`src/rtl/onehot_serial_encoder.sv`:
```
// Serialises every set bit of a request vector into one index per valid/ready beat, MSB first.
// Optional popcount output cnt is enabled by defining ONEHOT_ENC_COUNT_EN.
module onehot_serial_encoder #(
    parameter int N = 8,
    parameter int W = (N > 1) ? $clog2(N) : 1
) (
    input  logic         clk,
    input  logic         rst,
    input  logic [N-1:0] in,
    input  logic         in_valid,
    output logic         in_ready,
    output logic [W-1:0] out,
    output logic         out_valid,
    input  logic         out_ready,
    output logic         out_last,
    output logic         busy
`ifdef ONEHOT_ENC_COUNT_EN
    ,
    output logic [W:0]   cnt
`endif
);

    typedef enum logic {
        IDLE,
        EMIT
    } state_t;

    localparam logic [W-1:0] LAST_IDX = W'(N - 1);

    state_t       r_state;
    state_t       w_stateNext;
    logic [N-1:0] r_pending;
    logic [N-1:0] w_pendingNext;
    logic [W-1:0] w_topIdx;
    logic [N-1:0] w_topMask;
    logic         w_single;
    logic         w_capture;
    logic         w_beat;

    // Highest set bit of pending wins, since it maps to the smallest index.
    always_comb begin
        w_topIdx = '0;
        for (int i = 0; i < N; i++) begin
            if (r_pending[i]) begin
                w_topIdx = W'(i);
            end
        end
    end

    assign w_topMask = {{(N-1){1'b0}}, 1'b1} << w_topIdx;
    assign w_single  = (r_pending & (r_pending - {{(N-1){1'b0}}, 1'b1})) == '0;

    assign busy      = (r_state == EMIT);
    assign out_valid = (r_state == EMIT);
    assign out       = (r_state == EMIT) ? (LAST_IDX - w_topIdx) : '0;
    assign out_last  = (r_state == EMIT) & w_single;
    assign in_ready  = (r_state == IDLE) | (out_valid & out_last & out_ready);
    assign w_capture = in_valid & in_ready;
    assign w_beat    = out_valid & out_ready;

    always_ff @(posedge clk) begin
        if (rst) begin
            r_state   <= IDLE;
            r_pending <= '0;
        end else begin
            r_state   <= w_stateNext;
            r_pending <= w_pendingNext;
        end
    end

    // A capture can only coincide with the final beat, so it simply overrides the bit clear.
    always_comb begin
        w_stateNext   = r_state;
        w_pendingNext = r_pending;
        if (w_capture) begin
            w_pendingNext = in;
            w_stateNext   = (in != '0) ? EMIT : IDLE;
        end else if (w_beat) begin
            w_pendingNext = r_pending & ~w_topMask;
            if (out_last) begin
                w_stateNext = IDLE;
            end
        end
    end

`ifdef ONEHOT_ENC_COUNT_EN
    logic [W:0] r_cnt;
    logic [W:0] w_popCount;

    always_comb begin
        w_popCount = '0;
        for (int i = 0; i < N; i++) begin
            w_popCount = w_popCount + {{W{1'b0}}, in[i]};
        end
    end

    always_ff @(posedge clk) begin
        if (rst) begin
            r_cnt <= '0;
        end else if (w_capture) begin
            r_cnt <= w_popCount;
        end
    end

    assign cnt = r_cnt;
`endif

endmodule
```
`config.mk`:
```
export PLATFORM = sky130hd
export DESIGN_NAME = onehot_serial_encoder
export DESIGN_NICKNAME = d
export VERILOG_FILES = /design/src/rtl/onehot_serial_encoder.sv
export SDC_FILE = /design/constraint.sdc
export NUM_CORES = 1
export LEC_CHECK = 0
export ABC_AREA = 0
export BUFFER_PORTS_ARGS = -buffer_cell sky130_fd_sc_hd__buf_2
export CAP_MARGIN = 0
export CORE_UTILIZATION = 40
export DETAILED_ROUTE_END_ITERATION = 10
export PLACE_DENSITY = 0.67
export RECOVER_POWER = 100
export SLEW_MARGIN = 10
export SYNTH_ARGS = -nofsm -noshare
export SYNTH_HDL_FRONTEND = slang
export SYNTH_SLANG_ARGS = --single-unit
```
`constraint.sdc`:
```
create_clock -name clk -period 1.7 [get_ports clk]
set_input_delay 0.085 -clock clk [delete_from_list [all_inputs] [get_ports clk]]
set_output_delay 0.085 -clock clk [all_outputs]
set_load 0.05 [all_outputs]
```
# Word-level counts from Yosys, hierarchy flattened
# Cells that the tools add are included.
dict set report totals {
  input_bits 12
  reg_bits 9
  output_inout_bits 7
  wordCells 34
}
dict set report classes {
  muxes 14
  addsub 2
  n_reduce_logical 5
  n_bitwise 10
  n_shift 1
}
# op count
set op_table {}
lappend op_table {{$and 8x8->8} 2}
lappend op_table {{$mux 8} 2}
lappend op_table {{$mux 3} 5}
lappend op_table {{$logic_not 8->1} 1}
lappend op_table {{$not 8->8} 1}
lappend op_table {{$reduce_bool 8->1} 1}
lappend op_table {{$shl 1x3->8 const A} 1}
lappend op_table {{$sub 8x1->8 const B} 1}
lappend op_table {{$and 1x1->1} 5}
lappend op_table {{$mux 1} 5}
lappend op_table {{$mux 2} 2}
lappend op_table {{$reduce_bool 2->1} 2}
lappend op_table {{$sub 3x3->3 const A} 1}
lappend op_table {{$reduce_and 2->1} 1}
lappend op_table {{$not 1->1} 1}
lappend op_table {{$or 1x1->1} 1}

# Depth between registers and ports, before layout
# Gate-level depths: netlist of run 1.
dict set report depth {
  ltp_word 12
  depth_mapped 7
  depth_no_buf 5
}

# Worst setup path before layout of run 1
# No wires, ideal clock.
dict set report synth_timing {
  path_kind {register to output}
  startpoint {register r_state (netlist: busy)}
  endpoint {output out_last}
  slack_ns -0.441
  path_buffers 0
  stages_incl_launch_ff 3
  required_time_ns 1.615
  t_arrival_ns 2.056
  path_cell_list {dfxtp_1 -> nand4_1 -> a211oi_1}
}
dict set report synth_between {
  elab_chain_len 1
}
# element line_no
set synth_rtl {}
lappend synth_rtl {{start, declared} 30} ;# state_t r_state;
lappend synth_rtl {{start signal, assigned} 66} ;# r_state <= w_stateNext;
lappend synth_rtl {{$and 1x1->1} 56} ;# assign out_last = (r_state == EMIT) & w_single;
lappend synth_rtl {{end, declared} 15} ;# output logic out_last,
# No other way between the ends.

# Final worst setup path of run 1
dict set report layout_timing {
  startpoint {register r_pending[7]}
  endpoint {output in_ready}
}
dict set report layout_between {
  elab_chain_len 7
}
# element line_no
set layout_rtl {}
lappend layout_rtl {{start, declared} 32} ;# logic [N-1:0] r_pending;
lappend layout_rtl {{start signal, assigned} 67} ;# r_pending <= w_pendingNext;
lappend layout_rtl {{$sub 8x1->8} 51} ;# assign w_single = (r_pending & (r_pending - {{(N-1){1'b0}}, 1'b1})) == '0;
lappend layout_rtl {{$and 8x8->8 (*)} 51}
lappend layout_rtl {{$logic_not 8->1 (*)} 51}
lappend layout_rtl {{$and 1x1->1 (*)} 56}
lappend layout_rtl {{$and 1x1->1 (*) (2 in a row)} 57} ;# assign in_ready = (r_state == IDLE) | (out_valid & out_last & out_ready);
lappend layout_rtl {{$or 1x1->1 (*)} 57}
lappend layout_rtl {{end, declared} 11} ;# output logic in_ready,
# Every way passes the cells marked *; elsewhere a longest branch is shown, timed or not.

==> flow_summary_export.csv, run 1 <==
group,metric,value,unit
status,outcome,"finished, violations left",
status,violations,"setup timing",
setup_path,critical_path_arrival,1.87,ns
synth,synthAdderAreaFrac,0,%
sta,fin_ws,-0.257,ns
die,row_count,13,
route,viasPerCell,5.42,
route,drtPass1Iterations,4,
sta,fin_crit_sh,115,%
power,power,0.792,mW
power,p_per_area,861,nW/um2
global_routing,grt_pass1_wl,2840,um
cells_and_area,layout_common_cells,"16 x buf_4, 12 x buf_2, 10 x nand2_1",
synth,yosysTopAreaCellShare,28.5,%
place,place.gp.congestion,0.761,
route,wl_per_cell,13.5,um
min_path,hold_class,"input pin to flip-flop",
setup_path,slowest_delay,0.47,ns
sta,fmax,0.511,GHz
synth,synth-seq-cells,9,
setup_path,end_kind,"primary output",
clock_tree,cts_hold_buf,0,
place,dp_cells,119,
synth,postSynthNetCount,88,
die,fp.dieW,41.7,um
clock_tree,tritoncts,"built",
die,core_area,1380,um2
global_routing,track_usage,20.5,%
global_routing,grt_max_degree,17,
power,peakVddDrop,0.649,mV
sta,relSlewSlack,59.1,%
synth,synth_area_leaders,"dfxtp_1 29%, mux2i_1 13%, nand2_1 6.5%",
synth,synth-seq-area-share,28.5,%
synth,muxShareOfSynthArea,12.7,%
global_routing,grt_overflow,0,
global_routing,grt_pass1_vias,641,
die,ioPinCount,19,
synth,netlist_instances,76,
place,portBuffers,18,
synth,synth-warning-count,0,
sta,rsz0062_at_grt,"true",
sta,hold_viol_final,0,
sta,finalSetupViolations,10,
cells_and_area,area_growth,45.5,%
cells_and_area,finalNonFillerCells,126,
cells_and_area,final_common_cell,"buf_4",
synth,synth_cell_types,28,
global_routing,antenna_found_initial,0,
synth,yosys.area.top_type,"dfxtp_1",
power,p_clk_share,21.4,%
setup_path,path_buf_inv,2,
synth,avgSynthCellArea,8.31,um2
synth,synth_top_family_by_area,"simple AND/OR/NAND/NOR gates",
power,p_int,0.491,mW
cells_and_area,antenna_cells,0,
setup_path,path_cells,"nor4_4 -> nand2_1 -> a2111o_1 -> buf_6 -> nand2_4 -> buf_8",
die,dieHeight,41.7,um
sta,worstMarginPinSlew,0.615,ns
setup_path,required,1.62,ns
clock_tree,clock_path_buffers,2,
die,fp.dieArea,1740,um2
setup_path,path_delay_family,"simple AND/OR/NAND/NOR gates",
synth,synth_compound_area_share,23.4,%
route,ant_nets,0,
setup_path,start_kind,"flip-flop",
synth,netlist_area,632,um2
clock_tree,clock-root-buffer,"clkbuf_4",
route,drc,0,
sta,fin_skew,0.000633,ns
die,start_util,45.7,%
clock_tree,clk_latency,0.26,ns
route,vias,683,
clock_tree,cts_max_level,1,
clock_tree,cts_sinks,9,
power,switchingPower,0.301,mW
sta,maxSlewViolCount,0,
cells_and_area,fin_nets,124,
place,hpwl,1250,um
clock_tree,cts_buffers,3,
setup_path,slowest_stage,"a2111o_1",
route,routed_wl,1710,um
route,drt_iter0_markers,10,
setup_path,path_class,"flip-flop to primary output",
run,maxCapViolCount,0,
cells_and_area,drive_gt1_share,44.1,%
power,p_seq_share,31.4,%
sta,period_minus_slack,1.96,ns
synth,synthSimpleGateAreaFrac,26.5,%
power,swShare,38.0,%
setup_path,critPathMaxFanout,4,
clock_tree,cts.clk_slew.worst_paths,0.06,ns
power,combPwrFrac,47.1,%
synth,yosys.area_share.xor_xnor,0,%
power,p_leak,0.410,nW
metal layers:
layer  vias to the layer above  part of all wire (%)  global-route usage (%)
li1                        351                     -                       -
met1                       312                    46                    27.4
met2                        16                    50                    34.4
met3                         4                   2.5                    1.30
met4                         0                   1.0                    7.74
met5                         -                     0                       0
cell type report:
type,instances,area (um2)
fillers,118,463
multi-input cells,58,413
repair buffers,37,267
flip-flops and latches,9,184
clock buffers,4,26.3
well taps,15,18.8
inverters,3,11.3
logic make-up after synthesis:
logic type,count (synthesis)
buffers and inverters,9
DFF,9
and+or+nand+nor,31
muxes,8
AOI/OAI and AO/OA,19
power groups by stage:
stage                     clock (mW)  combinational (mW)  sequential, mW
after floorplan                    0               0.211           0.255
after global placement             0               0.324           0.251
after detailed placement           0               0.326           0.251
after CTS                      0.168               0.365           0.248
after global routing           0.179               0.397           0.251
final                          0.170               0.373           0.249
worst paths after layout:
path | start | slack, ns | to | cells past startpoint
hold reg to reg | r_pending[0]$_SDFFE_PP0P_ | 0.55 | r_pending[0]$_SDFFE_PP0P_ | 2
setup / recovery | r_pending[7]$_SDFFE_PP0P_ | -0.26 | in_ready | 6
hold / removal | rst | 0.04 | busy$_SDFFE_PP0P_ | 2
setup reg to reg | r_pending[7]$_SDFFE_PP0P_ | -0.19 | r_pending[5]$_SDFFE_PP0P_ | 6
sequential cells by signal, indices dropped and copies added, names as in the netlist:
register and cells:
busy 1, r_pending 8
Yosys cell counts:
master and instances:
nor2_1 2, a21boi_2 1, o31a_1 1, nand2_1 11
o21ba_2 1, nor2b_1 3, o21bai_1 2, nor4_1 2
o211ai_1 5, mux2i_1 8, clkbuf_1 2, o21ai_0 3
a211oi_1 1, and2_1 1, and2_2 1, a32o_2 1
nand4_1 2, dfxtp_1 9, a21oi_1 1, buf_6 2
buf_4 2, nand3_1 6, inv_1 3, a22oi_1 1
nor4_4 1, o21a_1 1, nor3_1 2, a2111o_1 1
repair_timing:
action	CTS	global route
pin swaps	3	3
resized for setup	11	0
endpoints found under the setup margin	10	11
buffers inserted	2	1
per-stage QoR:
step                      setup WS, ns  utilization, %  area (um2)  TNS [ns]  hold WS [ns]
final                           -0.257            66.5         920     -1.57        0.0361
after global routing            -0.338            66.5         920     -2.61        0.0920
after CTS                       -0.226            66.2         915     -1.26        0.0348
after detailed placement        -0.155            60.5         837     -1.19         0.311
after global placement          -0.136            60.5         837     -1.07         0.308
after floorplan                 -0.104               -         644    -0.867         0.193
No activity file was read; power rests on OpenSTA's default activity.
==> run 2, diff against run 1 <==
--- a/config.mk
+++ b/config.mk
@@ -12,6 +12,7 @@
 export DETAILED_ROUTE_END_ITERATION = 10
 export PLACE_DENSITY = 0.67
 export RECOVER_POWER = 100
+export REMOVE_ABC_BUFFERS = 1
 export SLEW_MARGIN = 10
 export SYNTH_ARGS = -nofsm -noshare
 export SYNTH_HDL_FRONTEND = slang
==> run 2 against run 1 <==
  * The run still ends with setup timing left
  * Clock skew grew 0.0027 ns
  * Count of clock-buffer cells in the layout stayed put
  * Maximum frequency rose by 6.7%
  * Via count increased by 2.3%
  * Utilization is 2.5 points lower
  * Final area down 3.8%
  * Final cell count is 1.6% lower
  * Flip-flop and latch count did not move
  * Hold slack worse by 0.0062 ns
  * Register-to-register slack better by 0.10 ns
  * Clock power hardly changed
  * Critical path depth fell by 1
  * Critical path type unchanged
  * Largest cell class unchanged
  * Highest routed layer unchanged
==> flow_summary_export.csv, run 2 (synthesis results as in run 1) <==
group,metric,value,unit
run,maxCapViolCount,0,
route,drc,0,
power,peakVddDrop,0.523,mV
die,fp.dieW,41.7,um
sta,fmax,0.545,GHz
route,vias,699,
power,p_seq_share,32.9,%
sta,finalSetupViolations,9,
route,wl_per_cell,13.8,um
global_routing,grt_overflow,0,
cells_and_area,antenna_cells,0,
sta,relSlewSlack,69.4,%
place,hpwl,1280,um
setup_path,required,1.62,ns
sta,maxSlewViolCount,0,
global_routing,grt_max_degree,17,
cells_and_area,largest_reg_flops,8,
clock_tree,cts_buffers,3,
route,viasPerCell,5.64,
die,dieHeight,41.7,um
clock_tree,clk_latency,0.27,ns
route,routed_wl,1710,um
min_path,hold_class,"input pin to flip-flop",
place,dpl-instance-area,816,um2
power,combPwrFrac,44.3,%
place,place.gp.congestion,0.822,
die,ioPinCount,19,
sta,hold_viol_final,0,
sta,fin_skew,0.00331,ns
sta,rsz0062_at_grt,"true",
status,violations,"setup timing",
power,p_per_area,861,nW/um2
place,portBuffers,18,
cells_and_area,final_area,885,um2
global_routing,grt_pass1_wl,2840,um
power,switchingPower,0.293,mW
global_routing,grt_pass1_vias,687,
sta,worstMarginPinSlew,0.458,ns
clock_tree,tritoncts,"built",
status,outcome,"finished, violations left",
place,dp_cells,119,
power,p_leak,0.401,nW
die,row_count,13,
cells_and_area,layout_common_cells,"15 x buf_2, 15 x buf_4, 11 x nand2_1",
cells_and_area,regMostFlops,"r_pending",
cells_and_area,fin_nets,122,
cells_and_area,area_growth,40.0,%
setup_path,critical_path_arrival,1.75,ns
sta,tns,-0.745,ns
setup_path,end_kind,"primary output",
clock_tree,cts_max_level,1,
die,start_util,45.7,%
setup_path,critPathMaxFanout,3,
clock_tree,cts_sinks,9,
sta,fin_crit_sh,108,%
die,core_area,1380,um2
route,drt_iter0_markers,6,
route,ant_nets,0,
power,p_clk_share,22.7,%
global_routing,antenna_found_initial,0,
route,drtPass1Iterations,4,
cells_and_area,drive_gt1_share,45.0,%
power,p_int,0.468,mW
clock_tree,clock-root-buffer,"clkbuf_4",
power,swShare,38.5,%
clock_tree,cts.clk_slew.worst_paths,0.07,ns
cells_and_area,finalNonFillerCells,124,
setup_path,start_kind,"flip-flop",
cells_and_area,fin_util,64.0,%
clock_tree,cts_hold_buf,0,
global_routing,track_usage,20.6,%
die,fp.dieArea,1740,um2
sta,period_minus_slack,1.83,ns
clock_tree,clock_path_buffers,2,
sta,fin_ws,-0.134,ns
setup_path,path_class,"flip-flop to primary output",
==> run 2: per-stage QoR <==
step	power [mW]	setup WS [ns]	hold slack (ns)
finish	0.762	-0.134	0.0299
global route	0.798	-0.193	0.0541
floorplan	0.443	-0.966	0.200
global placement	0.557	-0.0864	0.308
CTS	0.749	-0.142	0.0322
detailed placement	0.562	-0.123	0.310
==> run 2: cell type report <==
cell class / instances / area (um2)
Multi-Input combinational cell: 58 / 405
Sequential cell: 9 / 185
Fill cell: 120 / 498
Tap cell: 15 / 18.8
Inverter: 3 / 11.3
Timing Repair Buffer: 35 / 238
Clock buffer: 4 / 26.3
==> run 2: path summary, 6_finish.rpt <==
path	end	slack, ns	from	cells after the start
worst min register to register	r_pending[0]$_SDFFE_PP0P_	0.55	r_pending[0]$_SDFFE_PP0P_	2
worst max register to register	r_pending[6]$_SDFFE_PP0P_	-0.09	r_pending[7]$_SDFFE_PP0P_	6
worst min-delay path	busy$_SDFFE_PP0P_	0.03	rst	2
worst max-delay path	in_ready	-0.13	r_pending[7]$_SDFFE_PP0P_	5
==> run 2: layer usage <==
metal	up-vias	routed length [um]	track usage [%]
met5	-	0	0
met4	0	32	7.74
met3	6	99	4.35
met2	30	810	35.0
met1	318	766	25.1
li1	345	-	-
==> run 2: power by group through the flow <==
stage	clock, mW	combinational (mW)	sequential, mW
finish	0.173	0.338	0.251
global placement	0	0.305	0.252
CTS	0.171	0.328	0.250
detailed placement	0	0.309	0.253
floorplan	0	0.169	0.274
global route	0.187	0.359	0.253
==> run 2: critical path, cell delays in order, from the launching register on <==
cell	delay, ns
dfxtp_2	0.34
nor4_4	0.30
nand2_1	0.10
a2111o_1	0.46
nand2_1	0.11
buf_6	0.16
==> run 2: timing repair <==
item / CTS / global route
setup endpoints to repair: 10 / 11
pin swaps: 6 / 4
setup buffers: 1 / 0
resized for setup: 9 / 3
==> run 3, diff against run 2 <==
--- a/config.mk
+++ b/config.mk
@@ -8,11 +8,12 @@
 export ABC_AREA = 0
 export BUFFER_PORTS_ARGS = -buffer_cell sky130_fd_sc_hd__buf_2
 export CAP_MARGIN = 0
-export CORE_UTILIZATION = 40
+export CORE_UTILIZATION = 44
 export DETAILED_ROUTE_END_ITERATION = 10
-export PLACE_DENSITY = 0.67
+export PLACE_DENSITY = 0.73
 export RECOVER_POWER = 100
 export REMOVE_ABC_BUFFERS = 1
+export SETUP_SLACK_MARGIN = 0.02
 export SLEW_MARGIN = 10
 export SYNTH_ARGS = -nofsm -noshare
 export SYNTH_HDL_FRONTEND = slang
==> run 3 against run 2 <==
  * The run still ends with setup timing left
  * Utilization is 4.2 points higher
  * Highest routed layer unchanged
  * Critical path depth grew 1
  * Hold slack better by 0.027 ns
  * Critical path type is now flip-flop to flip-flop
==> flow_summary_export.csv, run 3 (synthesis results as in run 1) <==
group,metric,value,unit
die,start_util,48.0,%
setup_path,critPathMaxFanout,5,
sta,relSlewSlack,61.0,%
cells_and_area,largest_reg_flops,8,
min_path,hold_path_depth,2,
route,vias,689,
min_path,whs_endpoint,"busy$_SDFFE_PP0P_",
place,portBuffers,18,
status,outcome,"finished, violations left",
setup_path,r2r_start,"r_pending[5]$_SDFFE_PP0P_",
setup_path,r2r-end,"r_pending[3]$_SDFFE_PP0P_",
route,ant_nets,0,
setup_path,rrSetupSlack,-0.18,ns
status,violations,"setup timing",
route,drt_iter0_markers,14,
cells_and_area,fill_cells,110,
setup_path,required,1.88,ns
power,peakVddDrop,0.583,mV
sta,rsz0062_at_grt,"true",
clock_tree,cts.clk_slew.worst_paths,0.06,ns
cells_and_area,finalNonFillerCells,125,
min_path,hold_class,"input pin to flip-flop",
clock_tree,clock-root-buffer,"clkbuf_4",
cells_and_area,regMostFlops,"r_pending",
clock_tree,clk_latency,0.25,ns
setup_path,slowest_stage,"a2111o_1",
die,ioPinCount,19,
sta,worstMarginPinSlew,0.588,ns
route,viasPerCell,5.51,
clock_tree,cts_buffers,3,
global_routing,grt_max_degree,17,
route,wl_per_cell,13.8,um
place,hpwl,1330,um
power,p_leak,0.401,nW
clock_tree,tritoncts,"built",
sta,fmax,0.531,GHz
place,dp_cells,119,
setup_path,slowest_delay,0.48,ns
setup_path,critical_path_arrival,2.06,ns
sta,hold_viol_final,0,
global_routing,track_usage,25.2,%
cells_and_area,fin_nets,123,
cells_and_area,antenna_cells,0,
sta,maxSlewViolCount,0,
sta,whs,0.0571,ns
global_routing,grt_overflow,0,
route,drc,0,
die,fp.dieArea,1590,um2
min_path,worstHoldStart,"rst",
setup_path,path_cells,"nor4_4 -> nand2_1 -> a2111o_1 -> a21boi_2 -> buf_6 -> mux2i_1",
global_routing,grt_pass1_vias,645,
setup_path,start_kind,"flip-flop",
clock_tree,cts_hold_buf,0,
cells_and_area,final_common_cell,"buf_4",
run,maxCapViolCount,0,
global_routing,antenna_found_initial,0,
cells_and_area,layout_common_cells,"16 x buf_4, 13 x buf_2, 10 x nand2_1",
die,core_area,1320,um2
cells_and_area,drive_gt1_share,42.7,%
die,row_count,13,
setup_path,rr_worst_depth,6,
global_routing,grt_pass1_wl,2650,um
setup_path,end_kind,"flip-flop",
clock_tree,cts_max_level,1,
die,fp.dieW,39.9,um
place,place.gp.congestion,0.822,
clock_tree,cts_sinks,9,
die,dieHeight,39.9,um
power,p_per_area,840,nW/um2
sta,fin_crit_sh,111,%
sta,finalSetupViolations,9,
sta,fin_skew,0.000984,ns
route,drtPass1Iterations,4,
setup_path,path_class,"flip-flop to flip-flop",
clock_tree,clock_path_buffers,2,
sta,fin_ws,-0.183,ns
sta,period_minus_slack,1.88,ns
cells_and_area,area_growth,42.2,%
route,routed_wl,1730,um
run 3: cell count changes in the layout (fill, tap and decap cells not counted):
cell	change
dfxtp_1	+2
dfxtp_4	+1
buf_6	-1
dfxtp_2	-3
nand2_1	-1
clkbuf_4	+1
buf_2	-2
clkbuf_2	-1
buf_8	+1
clkbuf_1	+2
buf_4	+1
nand2_2	+1
run 3: worst max-delay path by stage:
stage,startpoint,to,slack (ns)
global route,r_pending[5]$_SDFFE_PP0P_,r_pending[2]$_SDFFE_PP0P_,-0.26
finish,r_pending[5]$_SDFFE_PP0P_,r_pending[3]$_SDFFE_PP0P_,-0.18
floorplan,busy$_SDFFE_PP0P_,out_last,-0.97
detailed placement,r_pending[4]$_SDFFE_PP0P_,r_pending[3]$_SDFFE_PP0P_,-0.20
CTS,r_pending[5]$_SDFFE_PP0P_,r_pending[2]$_SDFFE_PP0P_,-0.15
global placement,r_pending[4]$_SDFFE_PP0P_,r_pending[4]$_SDFFE_PP0P_,-0.08
run 3: through the flow:
step           worst slack [ns]  setup TNS [ns]  util (%)  total power, mW  cell area [um2]
2_1_floorplan            -0.966           -8.45         -            0.443              587
3_3_place_gp            -0.0797          -0.550      61.9            0.553              816
3_5_place_dp             -0.202           -1.36      61.9            0.560              816
4_1_cts                  -0.153           -1.09      67.9            0.753              895
5_1_grt                  -0.256           -2.08      68.2            0.791              898
6_report                 -0.183           -1.39      68.2            0.755              898
run 3: critical path, delay by kind of cell (launching register included):
| kind | cells | cell delay (ns) |
|---|---|---|
| mux | 1 | 0.19 |
| simple gates | 2 | 0.41 |
| buf+inv | 1 | 0.16 |
| flops | 1 | 0.37 |
| compound gates | 2 | 0.69 |
run 3: routing by layer:
metal | GRT usage, % | routed length (um) | up-vias
met1 | 31.1 | 801 | 326
met3 | 2.27 | 42 | 2
met2 | 42.7 | 871 | 15
met5 | 0 | 0 | -
met4 | 12.1 | 12 | 0
li1 | - | - | 346
run 3: layout make-up:
type	count	area (um2)	area share (%)
well taps	15	18.8	2.09
repair buffers	36	249	27.7
inverters	3	11.3	1.25
flip-flops and latches	9	185	20.6
clock buffers	4	26.3	2.92
multi-input cells	58	408	45.4
run 3: what timing repair did:
action / 4_1_cts / 5_1_grt
resized for setup: 12 / 2
setup buffers: 3 / 0
pin swaps: 6 / 3
setup endpoints to repair: 10 / 11
run 3: power by group:
part	internal [mW]	switching (mW)	total [mW]	leakage, nW
registers	0.228	0.0211	0.249	0.0752
logic	0.150	0.193	0.344	0.311
clock network	0.0903	0.0718	0.162	0.0150
